**config.mk**
```make
export PLATFORM = sky130hd
export DESIGN_NAME = trng_arbiter
export DESIGN_NICKNAME = d
export VERILOG_FILES = /design/src/rtl/trng_pkg.sv /design/src/rtl/trng_rr_arb.sv /design/src/rtl/trng_arbiter.sv
export SDC_FILE = /design/constraint.sdc
export NUM_CORES = 1
export LEC_CHECK = 0
export BUFFER_PORTS_ARGS = -buffer_cell sky130_fd_sc_hd__buf_2
export CORE_ASPECT_RATIO = 1.1
export CORE_UTILIZATION = 36
export DETAILED_ROUTE_END_ITERATION = 10
export GPL_TIMING_DRIVEN = 0
export PLACE_DENSITY = 0.6
export SYNTH_ARGS = -nofsm -noshare
export SYNTH_HDL_FRONTEND = slang
export SYNTH_SLANG_ARGS = --single-unit
export TNS_END_PERCENT = 10
```
**constraint.sdc**
```tcl
create_clock -name clk -period 1.87 [get_ports clk]
set_input_delay 0.187 -clock clk [delete_from_list [all_inputs] [get_ports clk]]
set_output_delay 0.187 -clock clk [all_outputs]
set_load 0.01 [all_outputs]
```
**src/rtl/trng_pkg.sv**
```systemverilog
// Shared definitions for the TRNG word arbiter: FSM states, default
// geometry, requester count and a one-hot helper.
package trng_pkg;

  localparam int unsigned DEFAULT_WIDTH      = 32;
  localparam int unsigned DEFAULT_RCT_CUTOFF = 16;
  localparam int unsigned NUM_REQ            = 2;

  typedef enum logic [1:0] {
    IDLE    = 2'd0,
    COLLECT = 2'd1,
    DONE    = 2'd2,
    FAIL    = 2'd3
  } state_t;

  // One-hot requester mask from a requester index.
  function automatic logic [NUM_REQ-1:0] onehot(input logic idx);
    logic [NUM_REQ-1:0] m;
    m = '0;
    m[idx] = 1'b1;
    return m;
  endfunction

endpackage

```
**src/rtl/trng_rr_arb.sv**
```systemverilog
// Two-way round-robin arbiter. The requester matching the priority
// pointer wins a tie, a lone requester always wins. On advance the
// pointer moves to the requester that was not the current grant.
module trng_rr_arb
  import trng_pkg::*;
(
  input  logic               clk,
  input  logic               resetn,
  input  logic [NUM_REQ-1:0] req,
  input  logic               advance,
  output logic               grant
);

  logic ptr;

  // Combinational pick: pointer first, then the other requester.
  always_comb begin
    grant = ptr;
    if (req[ptr]) begin
      grant = ptr;
    end else if (req[~ptr]) begin
      grant = ~ptr;
    end
  end

  // Priority pointer, handed to the non-served requester on advance.
  always_ff @(posedge clk) begin
    if (!resetn) begin
      ptr <= 1'b0;
    end else if (advance) begin
      ptr <= ~grant;
    end
  end

endmodule

```
**src/rtl/trng_arbiter.sv**
```systemverilog
// TRNG word arbiter: serves 2 requesters round-robin, collecting WIDTH
// serial entropy bits MSB-first per served word.
// Optional repetition-count health test: define TRNG_ARBITER_HEALTH_EN.
//
// Handshake: req_valid[i] is a level held until served; req_ready[i]
// is a one-cycle pulse during which rdata carries the word. Dropping
// the granted req_valid during collection aborts the word silently.
module trng_arbiter
  import trng_pkg::*;
#(
  parameter int WIDTH      = DEFAULT_WIDTH,
  parameter int RCT_CUTOFF = DEFAULT_RCT_CUTOFF
) (
  input  logic               clk,
  input  logic               resetn,
  input  logic [NUM_REQ-1:0] req_valid,
  output logic [NUM_REQ-1:0] req_ready,
  output logic [WIDTH-1:0]   rdata,
  input  logic               trng_bit,
  output logic               trng_req,
  output logic               health_fail
);

  localparam int CW = $clog2(WIDTH + 1);

  if (WIDTH < 2 || WIDTH > 32 || RCT_CUTOFF < 1) begin : g_bad_param
    $error("trng_arbiter: illegal WIDTH or RCT_CUTOFF");
  end

  state_t             state;
  state_t             state_nxt;
  logic               grant_q;
  logic               arb_grant;
  logic [NUM_REQ-1:0] arb_req;
  logic               arb_advance;
  logic [WIDTH-1:0]   word;
  logic [CW-1:0]      cnt;
  logic               granted_valid;
  logic               last_sample;
  logic               health_trip;

  assign granted_valid = req_valid[grant_q];
  assign last_sample   = (cnt == CW'(WIDTH - 1));

  // During DONE the arbiter sees only the served requester, so its grant
  // equals the served index and the pointer moves to the other one.
  assign arb_req     = (state == DONE) ? onehot(grant_q) : req_valid;
  assign arb_advance = (state == DONE);

  trng_rr_arb u_rr_arb (
    .clk     (clk),
    .resetn  (resetn),
    .req     (arb_req),
    .advance (arb_advance),
    .grant   (arb_grant)
  );

`ifdef TRNG_ARBITER_HEALTH_EN
  localparam int RW = $clog2(RCT_CUTOFF + 1);

  logic [RW-1:0] run;
  logic [RW-1:0] run_nxt;
  logic          last_bit;

  // Run length including the bit being sampled now.
  always_comb begin
    run_nxt = RW'(1);
    if (run != '0 && trng_bit == last_bit) begin
      run_nxt = run + RW'(1);
    end
  end

  assign health_trip = (state == COLLECT) && granted_valid &&
                       (run_nxt >= RW'(RCT_CUTOFF));
  assign health_fail = (state == FAIL);

  // Repetition tracker: restarts at each grant, follows collected bits.
  always_ff @(posedge clk) begin
    if (!resetn) begin
      run      <= '0;
      last_bit <= 1'b0;
    end else if (state == IDLE && |req_valid) begin
      run      <= '0;
      last_bit <= 1'b0;
    end else if (state == COLLECT && granted_valid) begin
      run      <= run_nxt;
      last_bit <= trng_bit;
    end
  end
`else
  assign health_trip = 1'b0;
  assign health_fail = 1'b0;
`endif

  // State register.
  always_ff @(posedge clk) begin
    if (!resetn) begin
      state <= IDLE;
    end else begin
      state <= state_nxt;
    end
  end

  // Next-state and Moore outputs.
  always_comb begin
    state_nxt = state;
    req_ready = '0;
    rdata     = '0;
    trng_req  = 1'b0;
    case (state)
      IDLE: begin
        if (|req_valid) state_nxt = COLLECT;
      end
      COLLECT: begin
        trng_req = 1'b1;
        if (!granted_valid) begin
          state_nxt = IDLE;
        end else if (health_trip) begin
          state_nxt = FAIL;
        end else if (last_sample) begin
          state_nxt = DONE;
        end
      end
      DONE: begin
        req_ready[grant_q] = 1'b1;
        rdata              = word;
        state_nxt          = IDLE;
      end
      FAIL: begin
        state_nxt = FAIL;
      end
      default: begin
        state_nxt = IDLE;
      end
    endcase
  end

  // Grant latch, shift register and bit counter.
  always_ff @(posedge clk) begin
    if (!resetn) begin
      grant_q <= 1'b0;
      word    <= '0;
      cnt     <= '0;
    end else begin
      case (state)
        IDLE: begin
          if (|req_valid) begin
            grant_q <= arb_grant;
            word    <= '0;
            cnt     <= '0;
          end
        end
        COLLECT: begin
          if (!granted_valid) begin
            word <= '0;
            cnt  <= '0;
          end else begin
            word <= {word[WIDTH-2:0], trng_bit};
            cnt  <= cnt + CW'(1);
          end
        end
        default: begin
        end
      endcase
    end
  end

endmodule
```
==> qor.csv, run 1 <==
metric;value;unit
status;complete, but fails checks;
failing checks;DRC;
area delta synth->final;20.01;%
sequential fraction of the synthesis area;0.4424;
Antenna diodes;0;
worst reg2reg startpoint;state[0];
Vias;1553;
Setup Fix Bufs, Post-CTS;0;
Syn. warnings;0;
Post-Synth XOR/XNOR Area;0;
CTS Sinks;42;
Adder-Cell Fraction of Synth Area;0.03950;
Hold EP;word[0];
switching share of power;0.2361;
post-synthesis mux area share;0.01317;
FILL cells;525;
Final Hold Viols;0;
Worst Tran Pin Value;0.5011;ns
Worst-path clk slew;0.08;ns
final WL;3795;µm
DP Worst Slack;0.1626;ns
Setup crit start kind;flop;
Reg2Reg Setup Slack;0.16;ns
post-synthesis register bit count;42;
clk root buf;clkbuf_8;
total CTS buffers;5;
H-Tree Depth;2;
final setup violation count;0;
pin count of the biggest net entering global routing;13;
Setup CP Type;flop to output port;
clock network power share;0.383;
Buffers on Ports;39;
syn_nets;216;
final slew viol count;0;
Avg Inst Size Synth;9.271;µm²
Seq pwr share;0.504;
fmax;575.8;MHz
vias in the first global route;1374;
simple-gate share of the synthesized area;0.2317;
# rows;27;
combinational group share of total power;0.113;
startpoint of the worst hold path;trng_bit;
Sw Pwr;0.4270;mW
worst path arrival time;1.55;ns
initial core utilization;0.3776;
RSZ-0062 raised after global routing;yes;
hpwl dp;2688;µm
Max Cap Viol;0;
post-CTS resize count;4;
PD cells;792.9;mW/mm²
Hold Crit Class;primary input to flop;
CORE AREA;0.005034;mm²
layout net count;262;
Worst Setup Slack, final;0.1333;ns
WL/cell;12.24;µm
Synth area leader;dfxtp_1;
Die Wd;71.28;µm
number of flops mapped to enable cells by yosys;0;
GP Congestion;0.7668;
main combinational cell family by area after synthesis;simple AND/OR/NAND/NOR gates;
initial antenna violation count;0;
Compound-Gate Fraction of Synth Area;0.2080;
VDD IR-drop max;0.0002942;V
layout cells sized above 1;0.2540;
Overflow after GRT;0;
worst-path maximum fanout;10;
R2R depth;7;
Mapped Area;0.001901;mm²
most frequent cells in the layout;buf_2, dfxtp_1, nor2_1;
Lkg Pwr;0.9976;nW
Final ANT Viol Nets;0;
Yosys cell types;38;
largest cells by area after synthesis;dfxtp_1, a22oi_1, and2_1;
CTS tree;yes;
Crit. End Element;output port;
Post-route DRC;1;
Final min period;1.737;ns
worst skew pair latency;0.29;ns
Req. time, crit path;1.68;ns
Synth top area share;0.4424;
Main synth FF type;dfxtp_1;
First DRT Iteration DRCs;83;
drt via density;5.010;
Mapped Cells;205;
overall routing resource usage;0.1418;
Die Y-Extent;78.21;µm
cts hold-fix bufs;0;
DIE AREA;0.005574;mm²
Hold Crit Depth;3;
reg2reg end;word[5];
max_slew headroom;0.6659;
Cell Int Power;1.382;mW
hold_ws;0.1620;ns
clock tree buffer depth;2;
# IOs;41;
1st-pass router iterations;7;
Tcrit/Tclk final;0.9287;
clk_skew;0.006916;ns
ys async rst share;0;
first-pass GRT wire length;6251;µm
critical path, stage by stage, from the launching register on:
cell	delay [ns]
dfxtp_1	0.34
inv_1	0.12
ha_2	0.30
clkbuf_2	0.23
and2_1	0.15
buf_2	0.12
how the worst max path moves through the flow:
stage	to	startpoint	depth (start not counted)	slack (ns)
finish	rdata[26]	state[0]	5	0.13
global route	rdata[2]	state[0]	5	-0.02
CTS	rdata[26]	state[0]	5	0.07
detailed placement	cnt[1]	state[0]	7	0.16
global placement	rdata[27]	state[0]	5	0.19
floorplan	word[29]	state[0]	7	0.35
per-layer routing:
layer,track usage,vias up,routed length [µm]
li1,-,805,-
met4,0.04200,0,15
met3,0.04750,2,156
met5,0,-,0
met1,0.1833,719,1878
met2,0.2229,27,1744
cell usage after synthesis (3+ instances only):
cell       n
nor2_1    36
inv_1      3
dfxtp_1   42
and2_1    33
clkbuf_1   7
ha_1       6
nand2_1    4
buf_2      3
a22oi_1   33
buf_6      4
cell type report:
cell class | instances | area (µm²) | area share
Clock inverter | 1 | 30.03 | 0.01317
Buffer | 16 | 112.6 | 0.04937
Inverter | 3 | 11.26 | 0.004937
Sequential cell | 42 | 840.8 | 0.3686
Clock buffer | 7 | 76.32 | 0.03346
Timing Repair Buffer | 39 | 195.2 | 0.08557
Tap cell | 58 | 72.57 | 0.03182
Multi-Input combinational cell | 144 | 942.2 | 0.4131
metrics by stage:
| stage | util | std cells | area (µm²) | TNS, ns | total power [mW] |
|---|---|---|---|---|---|
| 2_1_floorplan | - | 205 | 1901 | 0 | 1.090 |
| 3_3_place_gp | 0.4308 | 302 | 2168 | 0 | 1.138 |
| 4_1_cts | 0.4531 | 310 | 2281 | 0 | 1.834 |
| 5_1_grt | 0.4531 | 310 | 2281 | -0.06163 | 1.894 |
| 6_report | 0.4531 | 310 | 2281 | 0 | 1.809 |
| 3_5_place_dp | 0.4308 | 302 | 2168 | 0 | 1.137 |
kinds of logic after synthesis:
family,Yosys count
adder cells (fa/ha/maj),6
AND/OR/NAND/NOR,85
other,1
buffers and inverters,19
AO/OA/AOI/OAI,50
flip-flops,42
multiplexers,2
power by group through the flow:
stage / Combinational, mW / Sequential (mW) / Clock [mW]
final: 0.204 / 0.911 / 0.694
after global routing: 0.223 / 0.913 / 0.758
after CTS: 0.206 / 0.911 / 0.717
after detailed placement: 0.205 / 0.932 / 0
after global placement: 0.206 / 0.932 / 0
after floorplan: 0.160 / 0.930 / 0
registers in the layout, indices dropped and copies added, names as in the netlist:
signal	cells
state	2
word	32
cnt	6
grant_q	1
u_rr_arb.ptr	1
Power figures use the tool's default switching activity.
==> run 2, diff against run 1 <==
--- a/config.mk
+++ b/config.mk
@@ -11,6 +11,7 @@
 export DETAILED_ROUTE_END_ITERATION = 10
 export GPL_TIMING_DRIVEN = 0
 export PLACE_DENSITY = 0.6
+export REMOVE_ABC_BUFFERS = 1
 export SYNTH_ARGS = -nofsm -noshare
 export SYNTH_HDL_FRONTEND = slang
 export SYNTH_SLANG_ARGS = --single-unit
==> run 2 against run 1 <==
Compared with the run above: the flow still finishes with violations (DRC); sequential power hardly changed; worst hold slack worse by 0.0035 ns; first-iteration DRC count grew 63%; clock skew decreased by 0.0027 ns; final cell count decreased by 4.8%; sequential share of layout area up 1.2 points; non-clock buffer count fell by 16; clock-buffer cell count fell by 1; critical path type is now flop to flop; largest power group unchanged.
==> qor.csv, run 2 (same netlist as run 1, synthesis figures left out) <==
metric;value;unit
status;complete, but fails checks;
failing checks;DRC;
Worst-path clk slew;0.08;ns
1st-pass router iterations;7;
biggest regs;word x32, cnt x6, state x2;
total CTS buffers;5;
Worst Tran Pin Value;1.255;ns
Die Wd;71.28;µm
initial antenna violation count;0;
GP Congestion;0.7685;
Final min period;1.833;ns
H-Tree Depth;2;
Final ANT Viol Nets;0;
RSZ-0062 raised after global routing;yes;
Vias;1539;
Reg2Reg Setup Slack;0.04;ns
Hold EP;u_rr_arb.ptr;
Buffers on Ports;39;
Worst Setup Slack, final;0.03708;ns
worst-path maximum fanout;6;
final setup violation count;0;
area delta synth->final;16.19;%
DP Worst Slack;-0.2449;ns
max reg flops;32;
Final Hold Viols;0;
R2R depth;6;
Overflow after GRT;0;
CORE AREA;0.005034;mm²
DIE AREA;0.005574;mm²
final slew viol count;0;
cts hold-fix bufs;0;
First DRT Iteration DRCs;135;
worst reg2reg startpoint;state[1];
Tcrit/Tclk final;0.9802;
clk_skew;0.004251;ns
fmax;545.6;MHz
most frequent cells in the layout;dfxtp_1, buf_2, nor2_1;
PD cells;825.0;mW/mm²
Req. time, crit path;2.07;ns
drt via density;5.217;
final WL;3933;µm
clk root buf;clkbuf_8;
Max Cap Viol;0;
Setup Total Neg Slack;0;ns
Setup crit start kind;flop;
clock tree buffer depth;2;
layout net count;248;
worst skew pair latency;0.29;ns
Hold Crit Depth;3;
CTS Sinks;42;
commonest non-fill, non-tap cell in the layout;dfxtp_1;
Hold Crit Class;primary input to flop;
Antenna diodes;0;
Die Y-Extent;78.21;µm
initial core utilization;0.3776;
hpwl dp;2169;µm
startpoint of the worst hold path;resetn;
reg2reg end;cnt[2];
first-pass GRT wire length;6065;µm
vias in the first global route;1301;
WL/cell;13.33;µm
Setup CP Type;flop to flop;
VDD IR-drop max;0.0003358;V
Crit. End Element;flop;
layout cells sized above 1;0.2363;
# IOs;41;
# rows;27;
Post-route DRC;6;
CTS tree;yes;
Largest Register;word;
overall routing resource usage;0.1363;
max_slew headroom;0.1624;
worst path arrival time;2.04;ns
Lkg Pwr;0.9393;nW
pin count of the biggest net entering global routing;42;
[run 2: changes by cell type in the layout (fill, tap and decap cells not counted)]
cell      change
buf_6         -4
buf_2         -3
ha_2          +1
buf_4         -1
buf_8         -1
o21ai_4       +2
clkbuf_2      -3
ha_1          -1
clkbuf_1      -6
clkbuf_8      +1
o21ai_2       -1
and2_2        +1
[run 2: area by class of cell]
cell class / count / area [µm²]
Clock buffer: 6 / 82.58
Clock inverter: 1 / 30.03
Fill cell: 509 / 2825
Inverter: 3 / 11.26
Multi-Input combinational cell: 146 / 975.9
Sequential cell: 42 / 840.8
Tap cell: 58 / 72.57
Timing Repair Buffer: 39 / 195.2
[run 2: where the power goes]
| part | leakage (nW) | internal (mW) | total [mW] | switching (mW) |
|---|---|---|---|---|
| Clock | 0.0573 | 0.427 | 0.721 | 0.294 |
| Combinational | 0.543 | 0.0536 | 0.190 | 0.136 |
| Sequential | 0.339 | 0.902 | 0.911 | 0.00874 |
[run 2: worst max-delay path by stage]
stage,start,endpoint,slack [ns],cells past startpoint
CTS,state[0],req_ready[1],0.01,4
finish,state[1],cnt[2],0.04,6
detailed placement,state[1],cnt[1],-0.24,5
floorplan,state[1],cnt[1],0.16,5
global placement,state[1],word[12],-0.24,5
global route,state[1],cnt[2],-0.14,6
[run 2: through the flow]
stage            util  instance area (µm²)  power [mW]  std cells  hold slack (ns)
2_1_floorplan       -                 1792       1.046        189           0.3204
3_3_place_gp   0.4091                 2059       1.093        286           0.4622
3_5_place_dp   0.4091                 2059       1.091        286           0.4648
4_1_cts        0.4335                 2182       1.813        293           0.1536
5_1_grt        0.4387                 2208       1.898        295           0.1619
6_report       0.4387                 2208       1.822        295           0.1585
[run 2: layer usage]
| layer | GRT usage | wire (µm) | up-vias |
|---|---|---|---|
| li1 | - | - | 777 |
| met1 | 0.1761 | 1871 | 718 |
| met2 | 0.2152 | 1784 | 36 |
| met3 | 0.03209 | 172 | 8 |
| met4 | 0.06000 | 104 | 0 |
| met5 | 0 | 0 | - |
[run 2: critical path: stages, from the launching register on]
cell and delay [ns]:
dfxtp_1 0.33, inv_1 0.13, ha_2 0.30, or3b_4 0.48
o21a_1 0.21, o211ai_1 0.12, nor3b_1 0.18
[run 2: repair_timing]
| item | in CTS | in global routing |
|---|---|---|
| pin swaps | 0 | 1 |
| cloned | 0 | 2 |
| resized for setup | 2 | 2 |
| endpoints found under the setup margin | 68 | 71 |
| setup buffers | 0 | 0 |
